<file path="src/rtl/digi_cam_pkg.sv">
// Shared definitions for the digi_cam readout path: capture state encoding,
// pixel index constants and the default sample width.
package digi_cam_pkg;

  typedef enum logic [1:0] {
    CAP_IDLE      = 2'd0,
    CAP_ROW1      = 2'd1,
    CAP_FULL_PEND = 2'd2
  } cap_state_t;

  localparam logic [1:0] PIX_R1C1 = 2'd0;
  localparam logic [1:0] PIX_R1C2 = 2'd1;
  localparam logic [1:0] PIX_R2C1 = 2'd2;
  localparam logic [1:0] PIX_R2C2 = 2'd3;

  localparam int PIX_W_DEF = 8;

endpackage

</file>
<file path="src/rtl/pixel_out_buf.sv">
// Four-entry output frame register streamed as idx 0..3 over valid/ready.
// A load replaces the contents and restarts at idx 0.
module pixel_out_buf
  import digi_cam_pkg::*;
#(
  parameter int PIX_W = PIX_W_DEF
) (
  input  logic               clk,
  input  logic               reset,
  input  logic               i_load,
  input  logic [4*PIX_W-1:0] i_frame,
  input  logic               i_ready,
  output logic               o_valid,
  output logic [PIX_W-1:0]   o_data,
  output logic [1:0]         o_idx,
  output logic               o_last,
  output logic               o_empty,
  output logic               o_last_acc
);

  logic [PIX_W-1:0] r_data [4];
  logic [1:0]       r_idx;
  logic             r_valid;
  logic             w_fire;

  assign w_fire     = r_valid & i_ready;
  assign o_last_acc = w_fire & (r_idx == PIX_R2C2);
  assign o_empty    = ~r_valid;
  assign o_valid    = r_valid;
  assign o_idx      = r_idx;
  assign o_last     = r_valid & (r_idx == PIX_R2C2);
  assign o_data     = r_valid ? r_data[r_idx] : '0;

  always_ff @(posedge clk) begin
    if (reset) begin
      r_valid <= 1'b0;
      r_idx   <= PIX_R1C1;
      for (int i = 0; i < 4; i++) r_data[i] <= '0;
    end else if (i_load) begin
      // load wins over the last-beat transfer so the new frame follows with no bubble
      r_valid <= 1'b1;
      r_idx   <= PIX_R1C1;
      for (int i = 0; i < 4; i++) r_data[i] <= i_frame[i*PIX_W +: PIX_W];
    end else if (w_fire) begin
      if (r_idx == PIX_R2C2) begin
        r_valid <= 1'b0;
        r_idx   <= PIX_R1C1;
      end else begin
        r_idx <= r_idx + 2'd1;
      end
    end
  end

endmodule

</file>
<file path="src/rtl/pixel_readout.sv">
// Captures a 2x2 frame from the RE_control strobes and hands it to the output buffer.
// state     | meaning
// IDLE      | waiting for a row-1 sample
// ROW1      | p0/p1 held, waiting for row-2 sample (Erase aborts)
// FULL_PEND | frame complete, move to output buffer or drop as overrun
module pixel_readout
  import digi_cam_pkg::*;
#(
  parameter int PIX_W = PIX_W_DEF,
  parameter int CNT_W = 8
) (
  input  logic             clk,
  input  logic             reset,
  input  logic             NRE_1,
  input  logic             NRE_2,
  input  logic             ADC,
  input  logic             Erase,
  input  logic [PIX_W-1:0] col1_data,
  input  logic [PIX_W-1:0] col2_data,
  output logic             out_valid,
  input  logic             out_ready,
  output logic [PIX_W-1:0] out_data,
  output logic [1:0]       out_idx,
  output logic             out_last,
  output logic             frame_done,
  output logic             seq_err,
  output logic             overrun,
  output logic [CNT_W-1:0] frame_cnt
);

  cap_state_t       r_state, w_next;
  logic [PIX_W-1:0] r_p0, r_p1, r_p2, r_p3;
  logic             r_seq_err, r_frame_done, r_overrun;
  logic [CNT_W-1:0] r_frame_cnt;

  logic w_row1, w_row2, w_both;
  logic w_lat_r1, w_lat_r2, w_seq_err, w_load, w_drop;
  logic w_buf_empty, w_last_acc;

  assign w_row1 = ADC & ~NRE_1 &  NRE_2;
  assign w_row2 = ADC &  NRE_1 & ~NRE_2;
  assign w_both = ADC & ~NRE_1 & ~NRE_2;

  always_ff @(posedge clk) begin
    if (reset) r_state <= CAP_IDLE;
    else       r_state <= w_next;
  end

  // FULL_PEND samples are handled as in IDLE
  always_comb begin
    w_next = r_state;
    case (r_state)
      CAP_IDLE, CAP_FULL_PEND: w_next = w_row1 ? CAP_ROW1 : CAP_IDLE;
      CAP_ROW1: begin
        if (Erase)       w_next = CAP_IDLE;
        else if (w_row2) w_next = CAP_FULL_PEND;
        else             w_next = CAP_ROW1;
      end
      default:           w_next = CAP_IDLE;
    endcase
  end

  always_comb begin
    w_lat_r1  = 1'b0;
    w_lat_r2  = 1'b0;
    w_seq_err = w_both;
    w_load    = 1'b0;
    w_drop    = 1'b0;
    case (r_state)
      CAP_IDLE: begin
        w_lat_r1 = w_row1;
        if (w_row2) w_seq_err = 1'b1;
      end
      CAP_FULL_PEND: begin
        w_lat_r1 = w_row1;
        if (w_row2) w_seq_err = 1'b1;
        w_load = w_buf_empty | w_last_acc;
        w_drop = ~(w_buf_empty | w_last_acc);
      end
      CAP_ROW1: begin
        w_lat_r1 = w_row1 & ~Erase;
        w_lat_r2 = w_row2 & ~Erase;
      end
      default: ;
    endcase
  end

  always_ff @(posedge clk) begin
    if (reset) begin
      r_p0         <= '0;
      r_p1         <= '0;
      r_p2         <= '0;
      r_p3         <= '0;
      r_seq_err    <= 1'b0;
      r_frame_done <= 1'b0;
      r_overrun    <= 1'b0;
      r_frame_cnt  <= '0;
    end else begin
      if (w_lat_r1) begin
        r_p0 <= col1_data;
        r_p1 <= col2_data;
      end
      if (w_lat_r2) begin
        r_p2 <= col1_data;
        r_p3 <= col2_data;
      end
      r_seq_err    <= w_seq_err;
      r_frame_done <= w_load;
      if (w_drop) r_overrun <= 1'b1;
      if (w_load) r_frame_cnt <= r_frame_cnt + CNT_W'(1);
    end
  end

  pixel_out_buf #(.PIX_W(PIX_W)) u_out_buf (
    .clk        (clk),
    .reset      (reset),
    .i_load     (w_load),
    .i_frame    ({r_p3, r_p2, r_p1, r_p0}),
    .i_ready    (out_ready),
    .o_valid    (out_valid),
    .o_data     (out_data),
    .o_idx      (out_idx),
    .o_last     (out_last),
    .o_empty    (w_buf_empty),
    .o_last_acc (w_last_acc)
  );

  assign seq_err    = r_seq_err;
  assign frame_done = r_frame_done;
  assign overrun    = r_overrun;
  assign frame_cnt  = r_frame_cnt;

endmodule

</file>
<file path="config.mk">
export PLATFORM = sky130hd
export DESIGN_NAME = pixel_readout
export DESIGN_NICKNAME = d
export VERILOG_FILES = /design/src/rtl/digi_cam_pkg.sv /design/src/rtl/pixel_out_buf.sv /design/src/rtl/pixel_readout.sv
export SDC_FILE = /design/constraint.sdc
export NUM_CORES = 1
export LEC_CHECK = 0
export ABC_AREA = 0
export ABC_CLOCK_PERIOD_IN_PS = 4700
export CELL_PAD_IN_SITES_DETAIL_PLACEMENT = 1
export CELL_PAD_IN_SITES_GLOBAL_PLACEMENT = 2
export CORE_MARGIN = 2
export CORE_UTILIZATION = 40
export CTS_BUF_LIST = sky130_fd_sc_hd__clkbuf_4 sky130_fd_sc_hd__clkbuf_8
export DETAILED_ROUTE_END_ITERATION = 7
export GPL_TIMING_DRIVEN = 0
export MAX_ROUTING_LAYER = met4
export PLACE_DENSITY = 0.95
export SLEW_MARGIN = 40
export SYNTH_ARGS = -nofsm -noshare
export SYNTH_HDL_FRONTEND = slang
export SYNTH_SLANG_ARGS = --single-unit
</file>
<file path="constraint.sdc">
create_clock -name clk -period 4.7 [get_ports clk]
set_input_delay 0.47 -clock clk [delete_from_list [all_inputs] [get_ports clk]]
set_output_delay 0.47 -clock clk [all_outputs]
set_load 0.005 [all_outputs]
</file>
==> run metrics <==
outcome=complete, no violations; Post-synth EDFFs=32; DR iter-0 viols=107; Slew Limit Fails=0; Crit-path slowest cell=mux4_2; final std cells w/o fill=483; io pins=46; worst-margin pin slew=0.713 ns; Setup Skew=0.0107 ns; synth unique cells=42; clock-pin slew on the worst setup and hold paths=0.08 ns; H-tree Lvls=3; layout cells sized above 1=10.6%; Die ar.=9350 um^2; Final Cycle Share=54.4%; Die Wd=96.7 um; setup_tns=0 ns; fillers=931; Max VDD drop=133 uV; fmax=391 MHz; total CTS buffers=9; CP max stage delay=0.54 ns; Worst EP required=4.23 ns; Worst Path Buf+Inv=2; Placed Cells=467; Worst EP arrival=2.09 ns; FF+latch area=1960 um^2; Synth top area share=29.1%; crit-path leading delay family=buffers and inverters; Hold Crit Class=register to register; top post-synthesis cells by area=dfxtp_1 29%, edfxtp_1 28%, and2_1 7.5%; Ys Warns=0; top_reg_cell synth=dfxtp_1; Sink Count=82; hold buffers post-CTS=0; Syn Area/Cell=10.8 um^2; Port-buffer cells=45; post-route ant nets=0; routability congestion estimate=0.822; post-synth top area cell=dfxtp_1; Vias=2576; RSZ-0062 raised after global routing=false; root buffer cell=clkbuf_8; CP Class=register to output pin; Residual DRC=0; Synth Register Bits=82; most frequent cells in the layout=50 x dfxtp_1, 45 x clkdlybuf4s50_1, 41 x and2_1, 41 x a21oi_1, 36 x nand3_1; initial antenna violation count=0; sequential share of the synthesized area=57.1%; Area Overhead vs Synth=22.7%; Clk Latency, worst-skew pair=0.35 ns; largest net degree at the start of global routing=33; vias in the first global route=2725; CTS tree=yes; CP cell instances=buf_2, mux4_2, and2_1, clkdlybuf4s50_1; Fin Hold WS=0.482 ns; cell area after synthesis=3440 um^2; first-pass GRT wire length=14200 um; Post-Syn Instances=317; Async SR Flop Fraction=0%; initial core utilization=41.6%; Final min period=2.56 ns; Routed WL=8390 um; # Post-CTS Setup Buffers=0; CTS max path bufs=2; Final Hold Viols=0; Post-DP HPWL=6330 um; fin nets=398; pwr/cell area=318 nW/um^2; number of max-cap violations=0; max_slew headroom=52.4%; drt first pass iters=4; Avg WL per Cell=17.4 um; P_leak=0.00147 uW; Die Ht=96.7 um; Overall Global Routing Usage=19.5%; leading cell type in the layout, fill and taps excluded=dfxtp_1; multi-input logic area=1370 um^2; number of vias per cell=5.33; crit path capture type=output pin; Startpoint Class=register; # diodes=0; syn nets=342; core box area=8260 um^2; worst-path fanout max=8; post_cts resized=0; # rows=33; # setup viols final=0; grt ovf=0
-- registers in the layout, summed over array words and instances, names as in the netlist, named ones only --
register / flops
r_p2: 8
r_p0: 8
seq_err: 1
frame_done: 1
frame_cnt: 8
r_p1: 8
overrun: 1
u_out_buf.r_data: 32
r_p3: 8
u_out_buf.o_valid: 1
u_out_buf.o_idx: 2
r_state: 2
-- synth_stat cells (all sizes together) (2+ instances only) --
| cell | instances |
|---|---|
| nand2b | 2 |
| dfxtp | 50 |
| nor2 | 5 |
| buf | 10 |
| o21ai | 36 |
| nor3 | 4 |
| mux2i | 2 |
| nor2b | 3 |
| a21oi | 41 |
| inv | 2 |
| clkbuf | 14 |
| ha | 2 |
| nor3b | 2 |
| nand3 | 36 |
| nand2 | 3 |
| and2 | 41 |
| mux4 | 8 |
| edfxtp | 32 |
| o31ai | 4 |
| or4 | 4 |
-- where the power goes --
group / internal, uW / leakage, uW / total (uW) / switching, uW
Sequential: 751 / 0.000735 / 757 / 5.69
Clock: 265 / 0.000103 / 514 / 249
Combinational: 30.4 / 0.000629 / 69.2 / 38.8
Total: 1050 / 0.00147 / 1340 / 293
-- path summary, 6_finish.rpt --
path,start,cells after the start,end,slack (ns)
worst max-delay path,register,4,out_data[1],2.14
worst min-delay path,r_p0[2]$_SDFFE_PP0P_,2,r_p0[2]$_SDFFE_PP0P_,0.48
worst max register to register,u_out_buf.o_idx[0]$_SDFFE_PP0N_,5,u_out_buf.r_data[1][4]$_SDFFCE_PN0P_,2.42
worst min register to register,r_p0[2]$_SDFFE_PP0P_,2,r_p0[2]$_SDFFE_PP0P_,0.48
-- metal layers --
layer / vias to the layer above / wire (um) / global-route usage, %
li1: 1267 / - / -
met1: 1245 / 4070 / 26.1
met2: 52 / 3860 / 30.3
met3: 12 / 339 / 3.97
met4: 0 / 120 / 5.31
met5: - / 0 / -
-- per-stage QoR --
stage	area [um^2]	util, %	setup slack (ns)	total power, uW
3_3_place_gp	4020	48.7	2.10	839
2_1_floorplan	3440	-	2.81	803
3_5_place_dp	4020	48.7	2.02	842
5_1_grt	4220	51.1	2.05	1390
4_1_cts	4220	51.1	2.12	1350
6_report	4220	51.1	2.14	1340
-- worst reg2reg max path: stages, from the launching register on --
cell      delay, ns
dfxtp_1        0.38
ha_1           0.24
a21boi_2       0.13
buf_2          0.20
nor2_1         0.29
or2_2          0.65
-- cells by family (layout without fill, tap and decap cells) --
family                   Yosys count  in the layout  synth area share [%]
buffers and inverters             26             87                  3.20
adder cells (fa/ha/maj)            2              2                 0.728
flip-flops                        82             82                  57.1
multiplexers                      11             11                  6.15
AO/OA/AOI/OAI                     87             87                  13.7
AND/OR/NAND/NOR                  109            109                  19.2
-- layout make-up --
cell class | count | area share (%)
Tap cell | 105 | 3.11
Clock buffer | 11 | 3.44
Multi-Input combinational cell | 209 | 32.4
Sequential cell | 82 | 46.5
Timing Repair Buffer | 45 | 10.7
Clock inverter | 5 | 1.28
Buffer | 24 | 2.43
Inverter | 2 | 0.178
Note: power is estimated with default switching activity, not from simulation.
